$ cat src/rtl/mem_arbiter.sv
// mem_arbiter: round-robin N-master arbiter for the rw_req/rec memory bus.
// One transaction at a time; master fields are registered at grant, and a
// watchdog aborts transactions the memory never acknowledges.
module mem_arbiter #(
  parameter int NUM_MASTERS = 2,
  parameter int ADDR_W      = 32,
  parameter int DATA_W      = 32,
  parameter int TIMEOUT     = 512
) (
  input  logic                          mclk,
  input  logic                          reset,
  input  logic [NUM_MASTERS-1:0]        m_req,
  input  logic [NUM_MASTERS-1:0]        m_rw,
  input  logic [NUM_MASTERS*ADDR_W-1:0] m_addr,
  input  logic [NUM_MASTERS*DATA_W-1:0] m_wdata,
  input  logic [NUM_MASTERS*2-1:0]      m_size,
  output logic [DATA_W-1:0]             m_rdata,
  output logic [NUM_MASTERS-1:0]        m_rec,
  output logic [NUM_MASTERS-1:0]        m_err,
  output logic [2:0]                    grant_id,
  output logic                          busy,
  output logic [ADDR_W-1:0]             mem_address,
  output logic                          mem_rw_req,
  output logic                          mem_rw,
  output logic [DATA_W-1:0]             mem_write_data,
  output logic [1:0]                    mem_size,
  input  logic [DATA_W-1:0]             mem_read_data,
  input  logic                          mem_rec
);

  localparam int CNT_W = (TIMEOUT > 0) ? $clog2(TIMEOUT + 1) : 1;
  localparam logic [CNT_W-1:0] CNT_LAST = (TIMEOUT > 0) ? CNT_W'(TIMEOUT - 1) : '0;

  typedef enum logic [1:0] {S_IDLE, S_BUSY, S_RESP, S_DRAIN} state_t;

  state_t                   r_state;
  state_t                   w_next;

  logic [2:0]               r_rr_ptr;
  logic [2:0]               r_gnt_id;
  logic [NUM_MASTERS-1:0]   r_gnt_oh;
  logic [CNT_W-1:0]         r_cnt;
  logic [DATA_W-1:0]        r_rdata;
  logic [NUM_MASTERS-1:0]   r_rec;
  logic [NUM_MASTERS-1:0]   r_err;
  logic [ADDR_W-1:0]        r_addr;
  logic                     r_req;
  logic                     r_rw;
  logic [DATA_W-1:0]        r_wdata;
  logic [1:0]               r_size;

  logic                     w_any;
  logic [2*NUM_MASTERS-1:0] w_rot;
  logic [3:0]               w_off;
  logic [3:0]               w_sum;
  logic [2:0]               w_gnt_idx;
  logic [2:0]               w_next_ptr;
  logic [NUM_MASTERS-1:0]   w_gnt_oh;
  logic [ADDR_W-1:0]        w_sel_addr;
  logic [DATA_W-1:0]        w_sel_wdata;
  logic [1:0]               w_sel_size;
  logic                     w_sel_rw;
  logic                     w_timeout;
  logic                     w_drain_done;

  assign w_any        = |m_req;
  // The request vector is doubled and rotated so that bit 0 is the master at
  // rr_ptr; the lowest set bit is then the round-robin winner's offset.
  assign w_rot        = {m_req, m_req} >> r_rr_ptr;
  assign w_timeout    = (TIMEOUT != 0) && (r_cnt == CNT_LAST);
  assign w_drain_done = !(|(m_req & r_gnt_oh)) && !mem_rec;

  // Round-robin winner search and selection of the winner's request fields.
  always_comb begin
    w_off = '0;
    for (int unsigned k = 2 * NUM_MASTERS; k > 0; k--) begin
      if (w_rot[k-1]) w_off = 4'(k - 1);
    end
    w_sum     = {1'b0, r_rr_ptr} + w_off;
    w_gnt_idx = (w_sum >= 4'(NUM_MASTERS)) ? 3'(w_sum - 4'(NUM_MASTERS)) : w_sum[2:0];
    w_next_ptr = (w_gnt_idx == 3'(NUM_MASTERS - 1)) ? 3'd0 : w_gnt_idx + 3'd1;
    w_gnt_oh    = '0;
    w_sel_addr  = '0;
    w_sel_wdata = '0;
    w_sel_size  = '0;
    w_sel_rw    = 1'b0;
    for (int unsigned i = 0; i < NUM_MASTERS; i++) begin
      if (w_gnt_idx == 3'(i)) begin
        w_gnt_oh[i] = 1'b1;
        w_sel_addr  = m_addr[i*ADDR_W +: ADDR_W];
        w_sel_wdata = m_wdata[i*DATA_W +: DATA_W];
        w_sel_size  = m_size[i*2 +: 2];
        w_sel_rw    = m_rw[i];
      end
    end
  end

  // State register.
  always_ff @(posedge mclk) begin
    if (reset) r_state <= S_IDLE;
    else       r_state <= w_next;
  end

  // Next-state logic.
  always_comb begin
    w_next = r_state;
    case (r_state)
      S_IDLE:  if (w_any) w_next = S_BUSY;
      S_BUSY:  if (mem_rec || w_timeout) w_next = S_RESP;
      S_RESP:  w_next = S_DRAIN;
      S_DRAIN: if (w_drain_done) w_next = S_IDLE;
      default: w_next = S_IDLE;
    endcase
  end

  // Datapath: grant latching, memory handshake, completion/timeout pulses.
  always_ff @(posedge mclk) begin
    if (reset) begin
      r_rr_ptr <= '0;
      r_gnt_id <= '0;
      r_gnt_oh <= '0;
      r_cnt    <= '0;
      r_rdata  <= '0;
      r_rec    <= '0;
      r_err    <= '0;
      r_addr   <= '0;
      r_req    <= 1'b0;
      r_rw     <= 1'b0;
      r_wdata  <= '0;
      r_size   <= '0;
    end else begin
      r_rec <= '0;
      r_err <= '0;
      case (r_state)
        S_IDLE: begin
          if (w_any) begin
            r_addr   <= w_sel_addr;
            r_wdata  <= w_sel_wdata;
            r_size   <= w_sel_size;
            r_rw     <= w_sel_rw;
            r_req    <= 1'b1;
            r_gnt_id <= w_gnt_idx;
            r_gnt_oh <= w_gnt_oh;
            r_rr_ptr <= w_next_ptr;
            r_cnt    <= '0;
          end
        end
        S_BUSY: begin
          if (mem_rec) begin
            r_rdata <= mem_read_data;
            r_req   <= 1'b0;
            r_rec   <= r_gnt_oh;
          end else if (w_timeout) begin
            r_rdata <= '0;
            r_req   <= 1'b0;
            r_rec   <= r_gnt_oh;
            r_err   <= r_gnt_oh;
          end else begin
            r_cnt <= r_cnt + 1'b1;
          end
        end
        default: ;
      endcase
    end
  end

  assign m_rdata        = r_rdata;
  assign m_rec          = r_rec;
  assign m_err          = r_err;
  assign grant_id       = r_gnt_id;
  assign busy           = (r_state != S_IDLE);
  assign mem_address    = r_addr;
  assign mem_rw_req     = r_req;
  assign mem_rw         = r_rw;
  assign mem_write_data = r_wdata;
  assign mem_size       = r_size;

endmodule

$ cat config.mk
export PLATFORM = sky130hd
export DESIGN_NAME = mem_arbiter
export DESIGN_NICKNAME = d
export VERILOG_FILES = /design/src/rtl/mem_arbiter.sv
export SDC_FILE = /design/constraint.sdc
export NUM_CORES = 1
export LEC_CHECK = 0
export CORE_MARGIN = 1.5
export CORE_UTILIZATION = 43
export DETAILED_ROUTE_END_ITERATION = 7
export GPL_TIMING_DRIVEN = 0
export HOLD_SLACK_MARGIN = 0.1
export PLACE_DENSITY = 0.86
export RECOVER_POWER = 100
export SLEW_MARGIN = 20
export SYNTH_ARGS = -nofsm -noshare
export SYNTH_HDL_FRONTEND = slang
export SYNTH_SLANG_ARGS = --single-unit
$ cat constraint.sdc
create_clock -name mclk -period 4.85 [get_ports mclk]
set_clock_uncertainty 0.15 [all_clocks]
set_input_delay 0.97 -clock mclk [delete_from_list [all_inputs] [get_ports mclk]]
set_output_delay 0.97 -clock mclk [all_outputs]
set_load 0.02 [all_outputs]
=== After elaboration in Yosys (flattened, before gate mapping) ===
Cells that the tools add are included.

* Register bits after elaboration: 124
* Bits of input ports: 171
* Output and inout port bits: 108
* Word-level logic and storage cells: 82

* Add/sub/neg operators: 4
* $lt $le $gt $ge: 1
* Equal/unequal tests: 11
* Shift-type cells: 1
* Multiplexer cells: 32
* Bitwise logic cells: 2
* Reduce and logical (&&, ||, !) cells: 18

{| class="wikitable"
|+ Operators with widths
! kind !! count
|-
| 32-bit 2-to-1 mux || 6
|-
| 10-bit 2-to-1 mux || 3
|-
| 10-bit case mux with 2 select lines || 1
|-
| 2-bit 2-to-1 mux || 9
|-
| 10-bit by 1-bit adder with 10-bit output (second input constant) || 1
|-
| 10-bit by 9-bit equality test with 1-bit output (second input constant) || 1
|-
| 2-bit != test (second input constant) || 5
|-
| 4-bit 2-to-1 mux || 2
|-
| 2-bit case mux with 4 select lines || 1
|-
| 1-bit 2-to-1 mux || 7
|-
| 3-bit 2-to-1 mux || 2
|-
| 3-bit AND reduction || 2
|-
| 2-bit nonzero test || 3
|-
| 2-bit OR reduction || 3
|-
| 3-bit by 4-bit adder with 4-bit output || 1
|-
| 2-bit equality test (second input constant) || 2
|-
| 4-bit by 2-bit greater-or-equal comparator with 1-bit output (second input constant) || 1
|-
| 2-bit AND reduction || 2
|-
| 4-bit AND reduction || 1
|-
| 4-bit by 3-bit >> shifter with 4-bit output || 1
|-
| 3-bit by 1-bit adder with 3-bit output (second input constant) || 1
|-
| 3-bit by 1-bit equality test with 1-bit output (second input constant) || 1
|-
| 3-bit logical NOT || 1
|-
| 3-bit != test (second input constant) || 1
|-
| other kinds (10) || 11
|}

=== Logic depth before layout (Yosys ltp) ===
* Depth after elaboration: 11
* Depth in mapped cells: 12
* Gate-level depth less buffers: 10

=== Worst setup path after synthesis ===
OpenSTA, ideal clock, no wires.

* Kind: input-to-reg
* From: in m_req[0]
* To: reg r_gnt_oh[0]
* Setup time: 0.128 ns
* Arrival time: 2.874 ns
* Required time: 4.572 ns
* Setup slack: 1.698 ns
* Stages on the path: 12
* Buffers on the path: 2
* Cells stage by stage: nand2_1 nor3_1 a21oi_1 nor2_1 ha_1 fa_1 o21bai_1 a31o_2 clkbuf_1 clkbuf_1 a32oi_1 nor2_1

* Longest elaborated chain between the ends: 10
* Elaborated cells on any way between the ends: 13
* Those cells by class: 2 x add/sub; 1 x order compare; 1 x shift; 6 x mux; 3 x reduce/logical

{| class="wikitable"
|+ RTL lines
! element !! RTL line !! text
|-
| from (decl) || 12 || <nowiki>input logic [NUM_MASTERS-1:0] m_req,</nowiki>
|-
| 4-bit by 3-bit >> shifter with 4-bit output || 69 || <nowiki>assign w_rot = {m_req, m_req} >> r_rr_ptr;</nowiki>
|-
| 2-bit 2-to-1 mux (2 in a row) || 77 || <nowiki>if (w_rot[k-1]) w_off = 4'(k - 1);</nowiki>
|-
| 4-bit 2-to-1 mux (2 in a row) || 77 ||
|-
| 3-bit by 4-bit adder with 4-bit output || 79 || <nowiki>w_sum = {1'b0, r_rr_ptr} + w_off;</nowiki>
|-
| 4-bit by 2-bit greater-or-equal comparator with 1-bit output / 3-bit by 2-bit subtractor with 3-bit output (equally long branches) || 80 || <nowiki>w_gnt_idx = (w_sum >= 4'(NUM_MASTERS)) ? 3'(w_sum - 4'(NUM_MASTERS)) : w_sum[2:0];</nowiki>
|-
| 3-bit 2-to-1 mux || 80 ||
|-
| 3-bit logical NOT || 88 || <nowiki>if (w_gnt_idx == 3'(i)) begin</nowiki>
|-
| 1-bit 2-to-1 mux || 88 ||
|-
| to (signal assigned) || 143 || <nowiki>r_gnt_oh <= w_gnt_oh;</nowiki>
|-
| to (decl) || 41 || <nowiki>logic [NUM_MASTERS-1:0] r_gnt_oh;</nowiki>
|}

Several ways; a longest one is shown, not always the timed one.
A chain may end at the register's enable or synchronous reset.

=== Worst setup path after layout ===
* From: in m_req[0]
* To: reg r_gnt_id[2], in the netlist grant_id[2]

* Longest elaborated chain between the ends: 8
* Elaborated cells on any way between the ends: 11
* Those cells by class: 2 x add/sub; 1 x order compare; 1 x shift; 5 x mux; 2 x reduce/logical

{| class="wikitable"
|+ RTL lines
! element !! RTL line !! text
|-
| 4-bit by 3-bit >> shifter with 4-bit output || 69 ||
|-
| 2-bit 2-to-1 mux (2 in a row) || 77 ||
|-
| 4-bit 2-to-1 mux (2 in a row) || 77 ||
|-
| 3-bit by 4-bit adder with 4-bit output || 79 ||
|-
| 4-bit by 2-bit greater-or-equal comparator with 1-bit output / 3-bit by 2-bit subtractor with 3-bit output (equally long branches) || 80 ||
|-
| 3-bit 2-to-1 mux || 80 ||
|-
| to (signal assigned) || 142 || <nowiki>r_gnt_id <= w_gnt_idx;</nowiki>
|-
| to (decl) || 40 || <nowiki>logic [2:0] r_gnt_id;</nowiki>
|}

Several ways; a longest one is shown, not always the timed one.

==> results.txt <==
----------------------------------------------------
[Floorplan]
  Die extent in x ... 115.1 microns
  Total die area ... about 0.013 sq mm
  Area of the core ... between 0.01 and 0.015 sq mm
  Site row count ... 40
  Initial standard-cell utilization of the core ... 44.62%
  Chip Height ... 115.1 microns
  Top-level port count ... ~280

[Pwr]
  Net switching power figure ... 2130 uW
  Part of the power in registers ... 27.1%
  Peak supply drop ... 0.0002851 V
  Comb pwr share ... 49.6%
  Power density relative to cell area ... 610.1 mW/mm^2
  Fraction of power consumed by the clock network ... a little under a quarter
  Internal Dissipation ... 3360 uW
  Leakage power summed over all cells ... 0.003597 uW
  Proportion of total power due to net switching ... 38.80%

[Clock tree]
  H-tree depth ... 4
  Number of buffers inserted during clock tree synthesis ... 17
  Number of cells upsized or downsized after cts ... 0
  CTS tree ... done
  Clock slew at the register clock pins of the worst setup and hold paths ... 0.05 ns
  Latest clock arrival within the worst-skew pair ... about 0.4 ns
  Number of buffers on the longest clock path ... 2
  CTS Hold Bufs ... 0
  Number of clock sinks seen by CTS ... 124
  Number of buffers inserted by post-CTS setup repair ... 0
  Clk root buf ... sky130_fd_sc_hd__clkbuf_16

[Placed design]
  Gp weighted congestion ... 0.8284
  Placement-stage worst setup slack ... 0.5995 ns
  Post-detail-place hpwl ... roughly 14 mm
  Port bufs ... 278

[Logic synthesis]
  Yosys warning count ... 0
  Share of the yosys chip area belonging to registers ... 45.94%
  Flip-flop cell with the highest count after synthesis ... sky130_fd_sc_hd__dfxtp_1
  Post-synthesis share of cell area spent on xor and xnor gates ... 0.1621%
  Area share of the largest cell type after synthesis ... 45.94%
  Number of flops mapped to enable cells by yosys ... 0
  Fraction of the mapped netlist area in compound gates ... 22.27%
  Share of synthesized cell area in full adder, half adder and majority cells ... 1.991%
  Combinational family with the most area after synthesis ... compound AO/OA/AOI/OAI gates
  Synth unique cells ... 47
  Post-synth ARST share ... 0%
  Multiplexer area fraction after synthesis ... 14.70%
  Synthesized flop and latch total ... 124
  Synthesized area ... between 0.005 and 0.006 sq mm
  Syn Inst Count ... 535
  Synth area leader ... sky130_fd_sc_hd__dfxtp_1
  Mapped Avg Cell Area ... 10.10 sq um
  Share of synthesized cell area in and, or, nand and nor gates ... 10.60%
  Main area contributors after synthesis ... sky130_fd_sc_hd__dfxtp_1 46%, sky130_fd_sc_hd__mux2_2 14%, sky130_fd_sc_hd__a32oi_1 11%

[Worst setup path]
  Largest stage delay on the critical path ... approximately 0.68 ns
  CP max-delay cell ... sky130_fd_sc_hd__a21oi_1
  R2r endpoint ... grant_id[2]
  Start of the worst register-to-register path ... r_rr_ptr[1]
  Crit path launch type ... input port
  Crit-path max FO ... 10
  Element type at the critical path end ... flip-flop
  Worst path required time ... 4.97 ns
  Register-to-register setup slack ... roughly 1.6 ns
  Worst Reg-to-Reg Cells ... 10
  Critical path class ... input port to flip-flop
  Worst EP arrival ... 4.24 ns
  Ordered list of cells on the worst path ... dlygate4sd3_1 -> nand2_1 -> nor3_1 -> a21oi_1 -> nor2_1 -> ha_1 -> fa_1 -> xor2_1 -> a21oi_1 -> clkbuf_1 -> o21a_1 -> nor3_1

[Worst hold path]
  Number of cells on the worst hold path ... 2
  End point of the most critical hold path ... grant_id[0]
  Critical hold path startpoint ... grant_id[0]
  Worst hold path type ... flip-flop to flip-flop

[STA]
  Final period util ... 84.92%
  Setup violators final ... 0
  Final-report hold violation count ... 0
  Setup_tns ... 0 ns
  Final Max Slew Viols ... 0
  Post-route minimum period ... 4.119 ns
  Worst Tran Pin Value ... roughly 0.80 ns
  Slew margin rel. ... between 40% and 50%
  Final setup slack of the worst path ... 0.7315 ns
  Highest attainable clock frequency ... 0.2428 GHz
  Setup repair after global routing missed its margin ... no

[GRT]
  Total global-route track usage ... between 20% and 30%
  Met1 usage in global routing ... 29.79%
  Pin count of the biggest net entering global routing ... 17
  Met3 global-route usage ... 8.856%
  Number of global-route vias before repair ... 5643
  First-pass GRT wire length ... 27.70 mm
  Global routing usage on met2 ... 45.63%
  Layer with the highest usage after global routing ... met2
  Congestion Overflow GR ... 0
  Number of antenna violations at the first check in global routing ... 0

[Route]
  DR DRC count ... 0
  Number of nets with antenna violations after detailed routing ... 0
  1st-iter DRT viols ... 275
  Drt wl/cell ... 17.65 microns
  Routed wire length ... approximately 18 mm
  Vias per cell ... 5.430
  Vias ... 5506
  Number of search-and-repair iterations in the first detailed-routing pass ... 4

[Final layout]
  Fraction of final layout cells with drive strength greater than 1 ... approximately an eighth
  Antenna cells ... 0
  Nets ... between 1000 and 1500
  Filler cell count in the final layout ... 899
  Register area ... 0.002482 sq mm
  Footprint of the multi-input gates ... 0.002695 sq mm
  Layout overhead on the synthesized area ... 66.50%

[Status]
  Status ... completed

[Run]
  Number of maximum-capacitance violations ... 0

----------------------------------------------------
[cell families (layout without fill, tap and decap cells)]
| kind of cell | count (synthesis) | in the layout |
|---|---|---|
| flip-flops | 124 | 124 |
| other | 1 | 2 |
| multiplexers | 71 | 71 |
| adder cells (fa/ha/maj) | 8 | 8 |
| AND/OR/NAND/NOR | 128 | 128 |
| AO/OA/AOI/OAI | 146 | 146 |
| buffers and inverters | 56 | 366 |
| XOR/XNOR | 1 | 1 |
[flip-flops by register name (all words and copies together), names as in the netlist]
register and flops:
m_rec 2, m_rdata 32, mem_size 2, grant_id 3, mem_rw_req 1, r_rr_ptr 3, m_err 2, r_gnt_oh 2
mem_rw 1, r_state 2, r_cnt 10, mem_address 32, mem_write_data 32
[per-layer routing]
metal | routed length, microns | share of wire (%)
met1 | 6798 | 38
met2 | 8696 | 49
met3 | 1661 | 9.3
met4 | 737 | 4.1
met5 | 0 | 0
[cell usage after synthesis, drive strengths merged, types with 2 or more instances]
library cell,number
a211oi,3
a21oi,16
a22o,32
a311oi,2
a32oi,69
and4,2
buf,24
clkbuf,25
dfxtp,124
ha,7
inv,7
mux2,67
mux2i,4
nand2,17
nand2b,4
nand3,2
nand4,5
nor2,79
nor3,7
o21a,4
o21ai,4
o31ai,5
or3,2
or4,4
[placed cells by master, fill, tap and decap left out, types with 4 or more instances in the layout]
master / netlist / final
sky130_fd_sc_hd__a32oi_1: 69 / 69
sky130_fd_sc_hd__nand4_1: 4 / 4
sky130_fd_sc_hd__mux2i_1: 4 / 4
sky130_fd_sc_hd__o21ai_0: 4 / 4
sky130_fd_sc_hd__clkdlybuf4s50_1: 0 / 166
sky130_fd_sc_hd__or4_1: 4 / 4
sky130_fd_sc_hd__clkbuf_1: 25 / 38
sky130_fd_sc_hd__nand2b_1: 4 / 4
sky130_fd_sc_hd__nor2_1: 79 / 79
sky130_fd_sc_hd__inv_1: 6 / 6
sky130_fd_sc_hd__dlygate4sd3_1: 0 / 112
sky130_fd_sc_hd__ha_1: 7 / 7
sky130_fd_sc_hd__nor3_1: 7 / 7
sky130_fd_sc_hd__a22o_1: 32 / 32
sky130_fd_sc_hd__dfxtp_1: 124 / 124
sky130_fd_sc_hd__o31ai_1: 5 / 5
sky130_fd_sc_hd__mux2_2: 67 / 67
sky130_fd_sc_hd__buf_1: 8 / 4
sky130_fd_sc_hd__buf_2: 16 / 10
sky130_fd_sc_hd__clkbuf_16: 0 / 17
sky130_fd_sc_hd__nand2_1: 17 / 17
sky130_fd_sc_hd__a21oi_1: 16 / 16
sky130_fd_sc_hd__o21a_1: 4 / 4
[power groups by stage]
stage	sequential (uW)	clock (uW)	combinational, uW
2_1_floorplan	1800	0	1420
3_3_place_gp	1500	0	2720
3_5_place_dp	1510	0	2800
4_1_cts	1500	1290	2820
5_1_grt	1520	1350	2930
6_report	1490	1280	2720
[stage by stage]
stage / total power (uW) / hold WS (ns) / instances / area, sq um / utilization (%)
after floorplan: 3216 / 0.2874 / 536 / 5408 / -
after global placement: 4217 / 0.2963 / 982 / 8401 / 69.36
after detailed placement: 4309 / 0.3070 / 982 / 8401 / 69.36
after CTS: 5611 / 0.3223 / 1014 / 9005 / 74.35
after global routing: 5795 / 0.3386 / 1014 / 8997 / 74.29
final: 5489 / 0.3104 / 1014 / 8997 / 74.29
[worst max path at each step]
stage / to / from / slack (ns)
2_1_floorplan: r_gnt_oh[0] / m_req[0] / 1.70
3_3_place_gp: grant_id[2] / m_req[0] / 0.67
3_5_place_dp: mem_address[21] / m_req[0] / 0.60
4_1_cts: mem_address[26] / m_req[0] / 0.98
5_1_grt: grant_id[2] / m_req[0] / 0.60
6_report: grant_id[2] / m_req[0] / 0.73
[layout make-up]
cell class                 instances  area share (%)
timing repair buffer             278           30.93
multi-input combinational        356           29.95
sequential                       124           27.59
clock buffer                      22           5.159
tap                              168           2.336
buffer                            49           2.183
clock inverter                    10           1.557
inverter                           7          0.2920
[worst max-delay path, delay by kind of cell]
family	cells	cell delay (ns)
fa+ha+maj	2	0.64
buf+inv	2	1.10
simple gates	4	0.27
compound gates	3	1.03
xor+xnor	1	0.22
No activity file was read; power rests on OpenSTA's default activity.
